**src/rtl/adc_sample_conditioner.sv**
```systemverilog
// Block-averages 2^LOG2_AVG ADC samples, widens to 14 bits, applies Q8.8 gain and offset, saturates to DAC range.
// One result per block; output held until the downstream handshake, input blocked outside ACCUM.
module adc_sample_conditioner #(
  parameter int unsigned LOG2_AVG = 2,
  parameter int unsigned GAIN_Q8  = 256,
  parameter int          OFFSET   = 0
) (
  input  logic        clk,
  input  logic        rst,
  input  logic        clr,
  input  logic [11:0] s_axis_tdata,
  input  logic        s_axis_tvalid,
  output logic        s_axis_tready,
  output logic [13:0] m_axis_tdata,
  output logic        m_axis_tvalid,
  input  logic        m_axis_tready,
  output logic        sat_sticky
);

  typedef enum logic [1:0] {
    ST_ACCUM = 2'd0,
    ST_CALC  = 2'd1,
    ST_OUT   = 2'd2
  } state_t;

  localparam logic [4:0]         CNT_LAST = 5'((1 << LOG2_AVG) - 1);
  localparam logic [29:0]        GAIN_W   = 30'(GAIN_Q8 & 32'h0000_FFFF);
  localparam logic signed [23:0] OFF_S    = 24'(OFFSET);
  localparam logic signed [23:0] DAC_MAX  = 24'sd16383;

  state_t      state_q, state_d;
  logic [15:0] acc_q, acc_d;
  logic [4:0]  cnt_q, cnt_d;
  logic [11:0] mean_q, mean_d;
  logic [21:0] prod_q, prod_d;
  logic [13:0] tdata_q, tdata_d;
  logic        tvalid_q, tvalid_d;
  logic        sat_q, sat_d;

  logic               s_hs;
  logic [15:0]        sum;
  logic [29:0]        mult;
  logic signed [23:0] sum_s;
  logic               under, over;
  logic [13:0]        sat_val;

  // Input is refused during clr so a sample cannot be lost to the accumulator wipe.
  assign s_axis_tready = ~rst & ~clr & (state_q == ST_ACCUM);
  assign m_axis_tdata  = tdata_q;
  assign m_axis_tvalid = tvalid_q;
  assign sat_sticky    = sat_q;

  always_comb begin
    s_hs    = s_axis_tvalid & s_axis_tready;
    sum     = acc_q + {4'd0, s_axis_tdata};
    mult    = 30'({mean_q, 2'b00}) * GAIN_W;
    sum_s   = $signed({2'b00, prod_q}) + OFF_S;
    under   = sum_s[23];
    over    = !under && (sum_s > DAC_MAX);
    sat_val = under ? 14'd0 : (over ? 14'h3FFF : sum_s[13:0]);
  end

  always_comb begin
    state_d  = state_q;
    acc_d    = acc_q;
    cnt_d    = cnt_q;
    mean_d   = mean_q;
    prod_d   = prod_q;
    tdata_d  = tdata_q;
    tvalid_d = tvalid_q;
    sat_d    = sat_q;

    case (state_q)
      ST_ACCUM: begin
        if (clr) begin
          acc_d = 16'd0;
          cnt_d = 5'd0;
        end else if (s_hs) begin
          if (cnt_q == CNT_LAST) begin
            mean_d  = 12'(sum >> LOG2_AVG);
            acc_d   = 16'd0;
            cnt_d   = 5'd0;
            state_d = ST_CALC;
          end else begin
            acc_d = sum;
            cnt_d = cnt_q + 5'd1;
          end
        end
      end
      ST_CALC: begin
        prod_d  = 22'(mult >> 8);
        state_d = ST_OUT;
      end
      ST_OUT: begin
        // First OUT cycle loads the result; later cycles wait for the DAC.
        if (!tvalid_q) begin
          tdata_d  = sat_val;
          tvalid_d = 1'b1;
          if (under || over) sat_d = 1'b1;
        end else if (m_axis_tready) begin
          tvalid_d = 1'b0;
          state_d  = ST_ACCUM;
        end
      end
      default: state_d = ST_ACCUM;
    endcase

    if (clr) sat_d = 1'b0;
  end

  always_ff @(posedge clk or posedge rst) begin
    if (rst) begin
      state_q  <= ST_ACCUM;
      acc_q    <= 16'd0;
      cnt_q    <= 5'd0;
      mean_q   <= 12'd0;
      prod_q   <= 22'd0;
      tdata_q  <= 14'd0;
      tvalid_q <= 1'b0;
      sat_q    <= 1'b0;
    end else begin
      state_q  <= state_d;
      acc_q    <= acc_d;
      cnt_q    <= cnt_d;
      mean_q   <= mean_d;
      prod_q   <= prod_d;
      tdata_q  <= tdata_d;
      tvalid_q <= tvalid_d;
      sat_q    <= sat_d;
    end
  end

endmodule

```
**config.mk**
```make
export PLATFORM = sky130hd
export DESIGN_NAME = adc_sample_conditioner
export DESIGN_NICKNAME = d
export VERILOG_FILES = /design/src/rtl/adc_sample_conditioner.sv
export SDC_FILE = /design/constraint.sdc
export NUM_CORES = 1
export LEC_CHECK = 0
export ABC_AREA = 0
export BUFFER_PORTS_ARGS = -buffer_cell sky130_fd_sc_hd__buf_4
export CAP_MARGIN = 20
export CORE_ASPECT_RATIO = 0.6
export CORE_MARGIN = 2
export CORE_UTILIZATION = 58
export DETAILED_ROUTE_END_ITERATION = 6
export PLACE_DENSITY_LB_ADDON = 0.25
export SLEW_MARGIN = 20
export SYNTH_ARGS = -nofsm -noshare
export SYNTH_HDL_FRONTEND = slang
export SYNTH_SLANG_ARGS = --single-unit
```
**constraint.sdc**
```tcl
create_clock -name clk -period 2.7 [get_ports clk]
set_clock_uncertainty 0.05 [all_clocks]
set_input_delay 0.54 -clock clk [delete_from_list [all_inputs] [get_ports clk]]
set_output_delay 0.54 -clock clk [all_outputs]
set_load 0.01 [all_outputs]
```
==> impl_metrics.ini, run 1 <==
[placement]
gp_congestion = 0.889
dp_slack_ns = 0.167
io_buffers = 31
dpl.hpwl_um = 4390
dp.cells = 360

[synthesis]
synth-edff-count = 0
avgSynthCellArea_um2 = 11.1
synth_cells = 266
netlist_area_um2 = 2960
synth-async-reset-ratio_pct = 100
synth_flop_cell = dfrtp_1
yosysWarnings = 0
yosys.cell_types.count = 51
seq_area_frac_synth_pct = 49.9
ys_ff_latch = 59

[cts]
cts_resized = 0
cts_tree = yes
cts_max_level = 3
postCtsSetupBuffers = 0
cts_hold_buf = 0
clock-root-buffer = clkbuf_8
cts_buffer_depth = 2
cts_buffers = 9
worstSkewPairLatency_ns = 0.33
cts.clk_slew.worst_paths_ns = 0.07
clock-sinks = 59

[power]
power.density_nw_per_um2 = 589
switching_share_pct = 25.2
power_frac_seq_pct = 45.3
peakVddDrop_mv = 0.384
combPwrFrac_pct = 13.4
p_switching_uw = 519
p_leak_nw = 1.74
power.total_mw = 2.06
clkPwrFrac_pct = 41.3
internal_power_mw = 1.54

[cells_and_area]
final_cell_mix = 59 x dfrtp_1, 37 x buf_4, 32 x nand2_1
num_antenna_cells = 0
nFillCells = 375
drive_gt1_share_pct = 28.1
finalNonFillerCells = 376
final_common_cell = dfrtp_1
nNetsFinal = 336
areaGrowthSynthToFinish_pct = 18.2

[global_route]
track_usage_pct = 23.8
grt_pass1_vias = 2054
antenna_found_initial = 0
grt_max_degree = 32
grt-ovfl-total = 0
grt_first_pass_wirelength_um = 10000

[timing]
tns_ns = 0
hold_viol = 0
rsz0062_at_grt = no
finalCritPeriodShare_pct = 85.0
timing.final.ws_setup_ns = 0.404
finalSetupViolations = 0
fin_crit_ns = 2.30
tightest_slew_ns = 0.741
slew_viol_final = 0
relSlewSlack_pct = 50.3
max_freq_mhz = 436

[status]
status = complete, no violations

[die]
die_area_um2 = 5710
start_util_pct = 59.5
num_io_pins = 34
num_rows = 20
coreArea_um2 = 4980
die_x_um = 96.3
die_h_um = 59.4

[critical_path]
crit_fanout = 4
r2r_slack_ns = 0.40
r2r-start = acc_q[0]
worstSetupPathType = flip-flop to flip-flop
r2r_end = mean_q[8]
cp-end-kind = flip-flop
critPathArrivalTime_ns = 2.51
reg2reg_depth = 7
worstSetupStartpointType = flip-flop
crit_required_ns = 2.91

[detailed_routing]
drt-wirelength-per-cell_um = 16.1
first_iter_violations = 122
viasPerCell = 5.77
drc = 0
drt_pass1_iterations = 4
final_antenna_net_count = 0
dr_total_vias = 2170
drt_wl_total_um = 6060

[job]
cap_violations = 0

[worst_hold_path]
hp-class = input pin to async pin
-- final cells by class --
| type | instances | area (um2) | share of cell area [%] |
|---|---|---|---|
| timing repair buffer | 38 | 298 | 8.51 |
| inverter | 3 | 11.3 | 0.322 |
| clock buffer | 11 | 131 | 3.75 |
| clock inverter | 5 | 77.6 | 2.22 |
| multi-input combinational | 194 | 1420 | 40.7 |
| sequential | 59 | 1480 | 42.2 |
| tap | 66 | 82.6 | 2.36 |
-- worst max-delay path, stage by stage (launching register included) --
cell      delay [ns]
dfrtp_1         0.39
ha_1            0.21
fa_1            0.41
a21o_1          0.22
a221oi_2        0.38
o221a_2         0.30
o21ai_0         0.09
a31oi_1         0.17
-- synth_stat cells, types with 2 or more instances --
cell	n	area [um2]
nand2_1	32	120
xor2_1	3	26.3
or3_1	4	25.0
and3_1	2	12.5
nor3_1	3	15.0
nand3_1	12	60.1
o21ai_1	2	10.0
o211ai_1	2	15.0
o21ai_0	12	60.1
nand4b_1	2	17.5
ha_1	13	163
a21oi_1	8	40.0
a221o_1	2	20.0
a211o_1	2	17.5
inv_1	3	11.3
buf_2	4	20.0
buf_1	2	7.51
nor2b_1	3	18.8
a31o_2	2	17.5
and2_1	3	18.8
nor2_1	16	60.1
or2_0	2	12.5
dfrtp_1	59	1480
buf_4	2	15.0
a32o_1	2	20.0
a21o_1	4	30.0
nand4_1	3	18.8
xnor2_1	5	43.8
nand2b_1	3	18.8
a22o_1	7	61.3
clkbuf_1	2	7.51
mux2_2	26	293
-- power groups by stage --
stage                     clock network [mW]  registers (mW)  logic, mW
after floorplan                            0           0.949      0.186
after global placement                     0           0.948      0.268
after detailed placement                   0           0.950      0.272
after CTS                              0.866           0.934      0.275
after global routing                   0.915           0.938      0.309
final                                  0.852           0.934      0.276
-- state kept, by name, summed over array words and instances, names as in the netlist --
name and count:
acc_q 14, cnt_q 5, m_axis_tdata 12, m_axis_tvalid 1
mean_q 12, prod_q 12, sat_sticky 1, state_q 2
-- metal layers --
metal | track usage, % | wire length, um
met3 | 6.62 | 396
met2 | 33.5 | 2560
met4 | 8.37 | 99
met5 | 0 | 0
met1 | 35.2 | 3000
-- metrics by stage --
step / area [um2] / hold WS [ns] / utilization [%]
after floorplan: 2970 / 0.392 / -
after global placement: 3290 / 0.414 / 66.1
after detailed placement: 3290 / 0.425 / 66.1
after CTS: 3500 / 0.290 / 70.3
after global routing: 3500 / 0.319 / 70.3
final: 3500 / 0.270 / 70.3
-- how the worst max path moves through the flow --
stage / from / endpoint / slack, ns
after floorplan: s_axis_tdata[0] / mean_q[8] / 0.46
after global placement: s_axis_tdata[0] / mean_q[8] / 0.21
after detailed placement: s_axis_tdata[0] / mean_q[8] / 0.17
after CTS: acc_q[0] / mean_q[8] / 0.44
after global routing: acc_q[0] / mean_q[8] / 0.30
final: acc_q[0] / mean_q[8] / 0.40
-- cells by family (layout without fill, tap and decap cells) --
family	count (synthesis)	after routing	share of synthesized area, %
fa+ha+maj	14	14	6.17
xor+xnor	8	8	2.37
buf+inv	14	57	2.24
mux	26	26	9.89
other cells	1	2	0.127
simple gates	90	90	15.3
compound gates	54	54	14.0
flops	59	59	49.9
No activity file was read; power rests on OpenSTA's default activity.
==> run 2, diff against run 1 <==
--- a/config.mk
+++ b/config.mk
@@ -6,12 +6,12 @@
 export NUM_CORES = 1
 export LEC_CHECK = 0
 export ABC_AREA = 0
-export BUFFER_PORTS_ARGS = -buffer_cell sky130_fd_sc_hd__buf_4
 export CAP_MARGIN = 20
 export CORE_ASPECT_RATIO = 0.6
 export CORE_MARGIN = 2
-export CORE_UTILIZATION = 58
+export CORE_UTILIZATION = 60
 export DETAILED_ROUTE_END_ITERATION = 6
+export DONT_BUFFER_PORTS = 1
 export PLACE_DENSITY_LB_ADDON = 0.25
 export SLEW_MARGIN = 20
 export SYNTH_ARGS = -nofsm -noshare
==> run 2 against run 1 <==
Clock-buffer cell count is the same. Setup slack gained 0.032 ns. Worst hold slack lost 0.069 ns. Wire length is essentially flat. Total power shrank 4.4%. Via count shrank 4.6%. Core utilization shrank 0.83 points.
==> impl_metrics.ini, run 2 (synthesis results as in run 1) <==
[status]
status = complete, no violations

[worst_hold_path]
hp-class = input pin to flip-flop

[timing]
tns_ns = 0
whs_ns = 0.200
rsz0062_at_grt = no
fin_crit_ns = 2.26
tightest_slew_ns = 0.760
max_freq_mhz = 442
slew_viol_final = 0
finalCritPeriodShare_pct = 83.9
hold_viol = 0
finalSetupViolations = 0
timing.final.ws_setup_ns = 0.436
relSlewSlack_pct = 49.0

[die]
die_x_um = 94.7
die_area_um2 = 5530
num_io_pins = 34
start_util_pct = 63.6
coreArea_um2 = 4660
num_rows = 19
die_h_um = 58.4

[global_route]
grt_util_met3_pct = 10.6
grt_busiest_layer = met2
grt-ovfl-total = 0
grt_pass1_vias = 2057
grt_max_degree = 60
track_usage_pct = 24.6
grtUsageMet2_pct = 37.0
grtUsageMet1_pct = 33.5
grt_first_pass_wirelength_um = 10000
antenna_found_initial = 0

[job]
cap_violations = 0

[cts]
cts_tree = yes
cts_buffer_depth = 2
postCtsSetupBuffers = 0
worstSkewPairLatency_ns = 0.35
clock-root-buffer = clkbuf_8
cts_max_level = 3
cts.clk_slew.worst_paths_ns = 0.07
cts_buffers = 9
clock-sinks = 59
cts_resized = 0
cts_hold_buf = 0

[placement]
io_buffers = 0
dpl.hpwl_um = 4310
dp_slack_ns = 0.302
gp_congestion = 0.908

[power]
power.density_nw_per_um2 = 610
peakVddDrop_mv = 0.384
p_leak_nw = 1.58

[cells_and_area]
nFillCells = 354
largest_register = acc_q
nNetsFinal = 305
areaGrowthSynthToFinish_pct = 9.25
largest_reg_flops = 14
final_cell_mix = 59 x dfrtp_1, 32 x nand2_1, 26 x mux2_2
drive_gt1_share_pct = 20.4
final_common_cell = dfrtp_1
num_antenna_cells = 0

[critical_path]
cp-end-kind = flip-flop
crit_chain = ha_1 -> a21o_1 -> a31oi_2 -> a21oi_1 -> or3_1 -> a32o_1
slowest_stage = dfrtp_1
critPathArrivalTime_ns = 2.44
worstSetupStartpointType = flip-flop
cp.buffers_inverters = 0
worstSetupPathType = flip-flop to flip-flop
crit_required_ns = 2.88
crit_fanout = 5
crit_family = compound AO/OA/AOI/OAI gates
max_stage_delay_ns = 0.38

[detailed_routing]
drc = 0
final_antenna_net_count = 0
drt_wl_total_um = 6060
dr_total_vias = 2071
drt-wirelength-per-cell_um = 17.7
viasPerCell = 6.06
first_iter_violations = 149
drt_pass1_iterations = 4
[run 2: report_power, final]
part	internal (mW)	switching, mW
combinational	0.0873	0.149
sequential	0.913	0.0268
clock	0.446	0.351
[run 2: final cells by class]
type                       count  area [um2]  area share [%]
timing repair buffer           7        52.6            1.62
inverter                       3        11.3           0.348
sequential                    59        1480            45.6
multi-input combinational    194        1420            44.0
clock inverter                 5        52.6            1.62
tap                           63        78.8            2.44
clock buffer                  11         141            4.37
[run 2: worst register-to-register path, stage by stage, from the launching register on]
cell     delay (ns)
dfrtp_1        0.38
ha_1           0.35
a21o_1         0.24
a31oi_2        0.37
a21oi_1        0.15
or3_1          0.35
a32o_1         0.25
[run 2: metal layers]
metal  vias to the layer above  wire length, um
met2                        63             2630
met1                      1017             2930
met5                         -                0
met4                         0               96
li1                        980                -
met3                        11              400
[run 2: path summary, 6_finish.rpt]
path                                start         end  slack (ns)  depth (start not counted)
worst max-delay path             acc_q[4]   acc_q[11]        0.44                          6
worst min-delay path                  clr  sat_sticky        0.20                          1
worst max register to register   acc_q[4]   acc_q[11]        0.44                          6
worst min register to register  mean_q[2]   mean_q[2]        0.42                          2
max in group asynchronous             rst    acc_q[6]        1.89                          2
min in group asynchronous             rst    cnt_q[1]        0.23                          2
[run 2: per-stage QoR]
stage	power (mW)	instances	util [%]	area, um2
5_1_grt	2.06	342	69.4	3240
2_1_floorplan	1.13	267	-	2970
3_5_place_dp	1.19	326	65.3	3040
3_3_place_gp	1.18	326	65.3	3040
6_report	1.97	342	69.4	3240
4_1_cts	1.98	342	69.4	3240
